==> src/rtl/uart_rec_char.sv <==
// uart_rec_char: UART monitor command-line decoder.
// Pops ASCII characters from the RX FIFO, parses "<cmd> [hex1] [hex2]<CR>"
// and presents a decoded command (r/w/g/q) with zero-extended arguments.
// Optional local echo to the TX path is enabled by defining UART_ECHO_EN.
`timescale 1ns/1ps
module uart_rec_char #(
  parameter int unsigned MAX_DIGITS = 8
) (
  input  logic                      clk,
  input  logic                      rst,
  input  logic [7:0]                rx_char,
  input  logic                      rx_fifo_empty,
  output logic                      rx_rd,
  input  logic                      cmd_busy,
  output logic                      cmd_valid,
  output logic                      cmd_err,
  output logic [2:0]                cmd_code,
  output logic [4*MAX_DIGITS-1:0]   cmd_arg1,
  output logic [4*MAX_DIGITS-1:0]   cmd_arg2,
  input  logic                      tx_fifo_full,
  output logic [7:0]                echo_char,
  output logic                      echo_en,
  output logic                      crlf_out
);

  localparam int unsigned ARG_W  = 4 * MAX_DIGITS;
  localparam int unsigned DCNT_W = $clog2(MAX_DIGITS + 1);

  localparam logic [7:0] CH_LF = 8'h0a;
  localparam logic [7:0] CH_CR = 8'h0d;
  localparam logic [7:0] CH_SP = 8'h20;

  localparam logic [2:0] CODE_R = 3'd1;
  localparam logic [2:0] CODE_W = 3'd2;
  localparam logic [2:0] CODE_G = 3'd3;
  localparam logic [2:0] CODE_Q = 3'd4;

  typedef enum logic [2:0] {
    S_IDLE,
    S_SP,
    S_ARG,
    S_ERR,
    S_DONE
  } state_e;

  state_e              state_q, state_d;
  logic [2:0]          code_q, code_d;
  logic [ARG_W-1:0]    arg1_q, arg1_d;
  logic [ARG_W-1:0]    arg2_q, arg2_d;
  logic [1:0]          idx_q, idx_d;
  logic [DCNT_W-1:0]   dcnt_q, dcnt_d;
  logic                valid_q, err_q, err_d;

  logic                pop_c;
  logic [7:0]          lower_c;
  logic                is_digit_c, is_af_c, is_hex_c;
  logic [3:0]          nibble_c;
  logic [2:0]          letter_code_c;
  logic [1:0]          req_c;
  logic [1:0]          argcnt_c;

  // Character classification: hex nibble value and command-letter code
  always_comb begin
    lower_c       = rx_char | 8'h20;
    is_digit_c    = (rx_char >= 8'h30) && (rx_char <= 8'h39);
    is_af_c       = (lower_c >= 8'h61) && (lower_c <= 8'h66);
    is_hex_c      = is_digit_c || is_af_c;
    nibble_c      = is_digit_c ? 4'(rx_char - 8'h30) : 4'(lower_c - 8'h57);
    letter_code_c = 3'd0;
    case (lower_c)
      8'h72:   letter_code_c = CODE_R;
      8'h77:   letter_code_c = CODE_W;
      8'h67:   letter_code_c = CODE_G;
      8'h71:   letter_code_c = CODE_Q;
      default: letter_code_c = 3'd0;
    endcase
    case (code_q)
      CODE_R, CODE_W: req_c = 2'd2;
      CODE_G:         req_c = 2'd1;
      default:        req_c = 2'd0;
    endcase
    argcnt_c = idx_q + 2'(dcnt_q != '0);
  end

  // State and datapath registers
  always_ff @(posedge clk) begin
    if (rst) begin
      state_q <= S_IDLE;
      code_q  <= '0;
      arg1_q  <= '0;
      arg2_q  <= '0;
      idx_q   <= '0;
      dcnt_q  <= '0;
      valid_q <= 1'b0;
      err_q   <= 1'b0;
    end else begin
      state_q <= state_d;
      code_q  <= code_d;
      arg1_q  <= arg1_d;
      arg2_q  <= arg2_d;
      idx_q   <= idx_d;
      dcnt_q  <= dcnt_d;
      valid_q <= (state_d == S_DONE);
      err_q   <= err_d;
    end
  end

  // Next-state and argument accumulation for each popped character (LF ignored)
  always_comb begin
    state_d = state_q;
    code_d  = code_q;
    arg1_d  = arg1_q;
    arg2_d  = arg2_q;
    idx_d   = idx_q;
    dcnt_d  = dcnt_q;
    err_d   = 1'b0;
    if (state_q == S_DONE) begin
      state_d = S_IDLE;
    end else if (pop_c && (rx_char != CH_LF)) begin
      case (state_q)
        S_IDLE: begin
          if ((rx_char == CH_SP) || (rx_char == CH_CR)) begin
            state_d = S_IDLE;
          end else if (letter_code_c != 3'd0) begin
            code_d  = letter_code_c;
            arg1_d  = '0;
            arg2_d  = '0;
            idx_d   = '0;
            dcnt_d  = '0;
            state_d = S_SP;
          end else begin
            state_d = S_ERR;
          end
        end
        S_SP: begin
          if (rx_char == CH_SP) begin
            state_d = S_ARG;
          end else if (rx_char == CH_CR) begin
            state_d = (req_c == 2'd0) ? S_DONE : S_IDLE;
            err_d   = (req_c != 2'd0);
          end else begin
            state_d = S_ERR;
          end
        end
        S_ARG: begin
          if (is_hex_c) begin
            if ((dcnt_q == DCNT_W'(MAX_DIGITS)) || (idx_q == req_c)) begin
              state_d = S_ERR;
            end else begin
              if (idx_q == 2'd0) arg1_d = {arg1_q[ARG_W-5:0], nibble_c};
              else               arg2_d = {arg2_q[ARG_W-5:0], nibble_c};
              dcnt_d = dcnt_q + DCNT_W'(1);
            end
          end else if (rx_char == CH_SP) begin
            if (dcnt_q != '0) begin
              idx_d  = idx_q + 2'd1;
              dcnt_d = '0;
            end
          end else if (rx_char == CH_CR) begin
            state_d = (argcnt_c == req_c) ? S_DONE : S_IDLE;
            err_d   = (argcnt_c != req_c);
          end else begin
            state_d = S_ERR;
          end
        end
        S_ERR: begin
          if (rx_char == CH_CR) begin
            state_d = S_IDLE;
            err_d   = 1'b1;
          end
        end
        default: state_d = S_IDLE;
      endcase
    end
  end

  // Pop strobe and echo outputs (combinational: they qualify the current FIFO head)
  always_comb begin
    pop_c     = ~rst & ~rx_fifo_empty & ~cmd_busy & (state_q != S_DONE);
    echo_en   = 1'b0;
    crlf_out  = 1'b0;
    echo_char = 8'h00;
`ifdef UART_ECHO_EN
    pop_c     = pop_c & ~tx_fifo_full;
    echo_en   = pop_c && (rx_char != CH_LF) && (rx_char != CH_CR);
    crlf_out  = pop_c && (rx_char == CH_CR);
    echo_char = echo_en ? rx_char : 8'h00;
`endif
    rx_rd     = pop_c;
  end

`ifndef UART_ECHO_EN
  logic unused_tx_fifo_full;
  assign unused_tx_fifo_full = tx_fifo_full;
`endif

  assign cmd_valid = valid_q;
  assign cmd_err   = err_q;
  assign cmd_code  = code_q;
  assign cmd_arg1  = arg1_q;
  assign cmd_arg2  = arg2_q;

endmodule

==> config.mk <==
export PLATFORM = sky130hd
export DESIGN_NAME = uart_rec_char
export DESIGN_NICKNAME = d
export VERILOG_FILES = /design/src/rtl/uart_rec_char.sv
export SDC_FILE = /design/constraint.sdc
export NUM_CORES = 1
export LEC_CHECK = 0
export ABC_AREA = 1
export ABC_CLOCK_PERIOD_IN_PS = 2300
export BUFFER_PORTS_ARGS = -buffer_cell sky130_fd_sc_hd__buf_2
export CAP_MARGIN = 25
export CELL_PAD_IN_SITES_DETAIL_PLACEMENT = 2
export CELL_PAD_IN_SITES_GLOBAL_PLACEMENT = 2
export CORE_MARGIN = 2
export CORE_UTILIZATION = 29
export CTS_CLUSTER_DIAMETER = 150
export DETAILED_ROUTE_END_ITERATION = 8
export PLACE_DENSITY_LB_ADDON = 0.1
export SLEW_MARGIN = 20
export SYNTH_ARGS = -nofsm -noshare
export SYNTH_HDL_FRONTEND = slang
export SYNTH_SLANG_ARGS = --single-unit
==> constraint.sdc <==
create_clock -name clk -period 2.3 [get_ports clk]
set_clock_uncertainty 0.1 [all_clocks]
set_input_delay 0.23 -clock clk [delete_from_list [all_inputs] [get_ports clk]]
set_output_delay 0.23 -clock clk [all_outputs]
set_load 0.005 [all_outputs]
# Word-level counts from Yosys, hierarchy flattened
# Index checks and enable logic that the tools add are counted.
# op_classes
addsub	5
order_cmp	4
eq_ne	32
n_mux	47
bitwise_logic	9
n_reduce_logical	20
# ops
cell	count
2-to-1 mux 32 bit	8
one-hot mux 32 bit (2 select lines)	2
2-to-1 mux 3 bit	11
AND reduction 8 bit	4
== test 7 x 6 -> 1 bit (second input constant)	4
2-to-1 mux 4 bit	7
one-hot mux 3 bit (4 select lines)	2
inequality test 2 bit (second input constant)	9
2-to-1 mux 2 bit	7
== test 3 x 2 -> 1 bit (second input constant)	4
inequality test 3 bit (second input constant)	4
== test 8 x 4 -> 1 bit (second input constant)	1
== test 8 x 6 -> 1 bit (second input constant)	1
>= comparator 8 x 6 -> 1 bit (second input constant)	1
>= comparator 8 x 7 -> 1 bit (second input constant)	1
less-or-equal comparator 8 x 6 -> 1 bit (second input constant)	1
less-or-equal comparator 8 x 7 -> 1 bit (second input constant)	1
inequality test 8 x 4 -> 1 bit (second input constant)	1
one-hot mux 2 bit (2 select lines)	2
one-hot mux 4 bit (2 select lines)	1
== test 3 x 1 -> 1 bit (second input constant)	2
== test 3 bit (second input constant)	2
2-to-1 mux 1 bit	6
inverter 1 bit	6
20 further kinds	29
# totals
ff_bits	78
word_cells	125

# Longest topological paths before layout
# depth
ltp_word	12
mapped_depth	14
depth_no_buf	14

# Worst setup path before layout
# OpenSTA, ideal clock, no wires.
# synth_timing
path_type	input to register
startpoint	in rx_char[1]
endpoint	reg arg2_q[24], in the netlist cmd_arg2[24]
setup_ps	114
arrival_ps	1561
setup_slack_ps	525
stages	12
cell_sequence	inv_1 > ha_1 > inv_1 > nand3_1 > nand3_2 > nand2_2 > nor2_4 > nor2_8 > nand3_4 > buf_2 > a21oi_1 > nor2_1
# synth_between
elab_chain_cells	5
# synth_lines
element	line	rtl
start, declared	11	input logic [7:0] rx_char,
>= comparator 8 x 6 -> 1 bit, or another cell as far along	65	is_digit_c = (rx_char >= 8'h30) && (rx_char <= 8'h39);
logical AND 1 bit, or another cell as far along	65	
logical OR 1 bit / nonzero test 3 bit (equally long branches)	67, 124	
inequality test 2 bit (no line)	--	
AND reduction 8 bit (no line) *	--	
end signal, assigned	100	arg2_q <= arg2_d;
end, declared	49	logic [ARG_W-1:0] arg2_q, arg2_d;
# Every way passes the cells marked *; elsewhere a longest branch is shown, timed or not.
# A chain may end at the register's enable or synchronous reset.

# Final worst setup path
# layout_timing
startpoint	reg state_q[1]
endpoint	reg arg1_q[18], in the netlist cmd_arg1[18]
# layout_between
elab_chain_cells	4
# layout_lines
element	line	rtl
start, declared	46	state_e state_q, state_d;
start signal, assigned	97	state_q <= state_d;
inequality test 3 bit	179	pop_c = ~rst & ~rx_fifo_empty & ~cmd_busy & (state_q != S_DONE);
bitwise AND 1 bit	179	
logical AND 1 bit	119	end else if (pop_c && (rx_char != CH_LF)) begin
AND reduction 8 bit (no line)	--	
end signal, assigned	99	arg1_q <= arg1_d;
end, declared	48	logic [ARG_W-1:0] arg1_q, arg1_d;
# Parallel ways exist; a longest one is shown, timed or not.

==> results.txt <==
The die covers 0.0160 mm2. The count of input and output buffers works out to 81. The die is 126 um wide. Synthesis produced 679 cells. The total power divided by cell area was 629 mW/mm2. Row generation in the floorplan step produced 44 rows.

For the maximum resistive drop on vdd, the log shows 0.347 mV. After clock tree synthesis, the clock-pin slew on the worst setup and hold paths is 0.06 ns. For this run, the total global-route usage over all layers was measured as 17.2%. The via count came out at 4294. The capturing element type of the critical path was a flop. Summed over its instances, the top area cell type makes up 36.0% of the synthesized netlist area.

In this run the worst hold path is classified as in2reg. For the maximum clock path buffer count, the log shows 2. In this run the worst path has a maximum fanout of 62.

The run gives 0 as the number of max-slew violations in the final report. In this run the count of I/O pins placed on the die edge is 93. The logs give 0 for the DRC violations left and 22200 um for the first-pass GRT wire length.

The setup TNS after final layout is 0 ns. At the end of routability-driven placement, the weighted congestion stood at 0.787. The distinct cell type count after synthesis was 31; the sequential area share after synthesis was 36.0%.

The number of detailed-routing iterations run before antenna repair is 4, and the final core utilization is 35.6%. The routed design could run at a clock period as short as 2.03 ns. The total chip power came out at 3270 uW.

STA puts the critical path data required time at 2.44 ns. Worst setup slack for register-to-register paths: 0.27 ns. Once the clock tree was built, the setup fixing pass inserted 0 buffers. The run gives 4535 as the via count of the first global-routing pass.

The clock net in this run drives a total of 78 sinks. The fraction of the cycle the final worst path needs came out at 88.3%. The source of the worst register-to-register timing path is state_q[1].

Initial antenna violation count: 0. For this block, the initial DRC count from the detailed router was 172. For the number of buffers inserted during clock tree synthesis, the log shows 9.

Entering global routing, the biggest net connects 63 pins. By area the synthesized netlist is led by dfxtp_1 36%, nand2_1 13%, nor2_1 12%. Leaving out fill and tap cells, the most frequent cells in the layout are 155 x nand2_1, 133 x nor2_1, 124 x inv_1, 81 x buf_2, 78 x dfxtp_1. The worst hold path terminates at cmd_code[0]. The filler cells instantiated in the layout total 1812. The initial utilization of the core area, before any placement, comes to 29.7%.

Summed over all cells, the static leakage comes to 0.00274 uW. The placeable core region is 0.0146 mm2. The run finished with clean final reports.

The number of antenna diodes in the final layout is 0. Register bit count reported by yosys: 78. Clock latency on the worst-skew pair, taken at its later pin, is 0.34 ns. The total overflow left after global routing is 0.

The endpoint identified for the worst register-to-register timing path is cmd_arg1[18]. The count of final hold-check violations was 0; the detailed placer's ending HPWL was 9590 um. Type of origin of the critical path: a flop. The largest incremental delay on the critical path is 0.46 ns, and the height of the die is 126 um. The tools report the setup violation total in the final timing report as 0. After synthesis, the mean cell area works out to 6.39 um2.

The logic depth of the worst register-to-register path is 10, and the fraction of final layout cells sized beyond drive strength 1 is 15.8%. Across the run, the number of max-cap violations was 0. Setup slack closes at 0.270 ns. The run gives 0 as the number of warning messages in the yosys log.

The synthesized netlist occupies a cell area of 0.00434 mm2. The tools report the data arrival at the endpoint of the critical path as 2.17 ns. The slowest stage of the critical path belongs to the cell dfxtp_1. Hold repair after CTS inserted 0 buffers. The number of gates resized after CTS was 0.

The signal on the critical path passes through nor2_1, nand2_1, nand3_2, nor2_4, nand2_4, nor2_8, nand3_4, buf_12, o21bai_1, nor2_1. TritonCTS built the clock tree. Setup repair after global routing left no endpoint under its margin.

From synthesis to final layout, the design area changed by 19.8%. Among the stages of the critical path, the cell type that occurs most often is nor2_1. The clock tree synthesis step divided the H-tree into 3 levels.

Along the worst hold path, the cell count comes to 4. The final routed wire length divided by cell count is 14.0 um, and the final net count is 772. Total routed wirelength: 13100 um. The startpoint of the most critical hold path is rx_char[4].

The tree is rooted in a clkbuf_16. The pre-CTS worst setup slack came out at 0.119 ns. The detail route stage leaves a number of antenna-violating nets equal to 0.

The library cell used most frequently in the layout, excluding fill and tap cells, is nand2_1. The setup path with the least slack is of type reg2reg. Average via count per standard cell: 4.58. The largest total area in the synthesized netlist belongs to dfxtp_1. Static timing analysis puts the maximum clock frequency at 493 MHz.
## cell usage after synthesis (all sizes together)
| master | number |
|---|---|
| o21ai | 11 |
| nor3 | 4 |
| a21oi | 42 |
| ha | 9 |
| nand2 | 157 |
| a211oi | 1 |
| nand3b | 2 |
| o211ai | 1 |
| nor2 | 137 |
| buf | 26 |
| or2 | 1 |
| nand3 | 29 |
| o22ai | 1 |
| dfxtp | 78 |
| nand4 | 7 |
| conb | 1 |
| clkbuf | 12 |
| xor2 | 4 |
| o21bai | 29 |
| inv | 127 |
## registers in the layout, summed over array words and instances (netlist names)
register,cells
dcnt_q,4
cmd_err,1
cmd_code,3
state_q,3
idx_q,2
cmd_arg2,32
cmd_arg1,32
cmd_valid,1
## per-layer routing
layer,global-route usage [%],vias to the layer above,share of wire [%]
met1,21.8,2057,47
met2,29.3,59,48
li1,-,2166,-
met3,3.46,12,3.7
met4,5.62,0,1.5
met5,0,-,0
## logic make-up after synthesis
| family | synth area share, % |
|---|---|
| AOI/OAI and AO/OA | 11.6 |
| xor gates and xnor gates | 0.808 |
| adders and majority gates | 2.60 |
| buffers and inverters | 16.1 |
| DFF | 36.0 |
| other | 0.0864 |
| and+or+nand+nor | 32.8 |
## report_power, final
group          switching, uW  internal, uW  total (uW)
Sequential              22.2          1380        1400
Clock                    596           949        1540
Combinational            210           109         319
## worst max-delay path by stage
stage               start      endpoint  slack (ns)  depth (start not counted)
2_1_floorplan  rx_char[1]  cmd_arg2[24]        0.53                         12
3_3_place_gp   rx_char[1]   cmd_arg1[3]        0.18                         14
3_5_place_dp   rx_char[0]  cmd_arg1[26]        0.12                         15
4_1_cts        state_q[1]  cmd_arg1[11]        0.24                         10
5_1_grt        state_q[1]     dcnt_q[1]        0.04                         10
6_report       state_q[1]  cmd_arg1[18]        0.27                         10
## critical path, delay by kind of cell, from the launching register on
kind / cells / cell delay, ns
buf+inv: 1 / 0.20
simple gates: 8 / 0.96
compound gates: 1 / 0.18
flops: 1 / 0.46
## cell type report
class                      instances  area, um2  area share [%]
inverter                         127        477            9.17
clock inverter                     5       83.8            1.61
clock buffer                      10        229            4.41
sequential                        78       1560            30.1
timing repair buffer              89        503            9.68
tap                              184        230            4.43
multi-input combinational        445       2110            40.6
## through the flow
| step | cell area [um2] | std cells | hold slack, ns |
|---|---|---|---|
| after floorplan | 4370 | 688 | 0.367 |
| after global placement | 4880 | 923 | 0.396 |
| after detailed placement | 4880 | 923 | 0.402 |
| after CTS | 5200 | 938 | 0.246 |
| after global routing | 5200 | 938 | 0.284 |
| final | 5200 | 938 | 0.256 |
(Power assumes the default switching activity.)
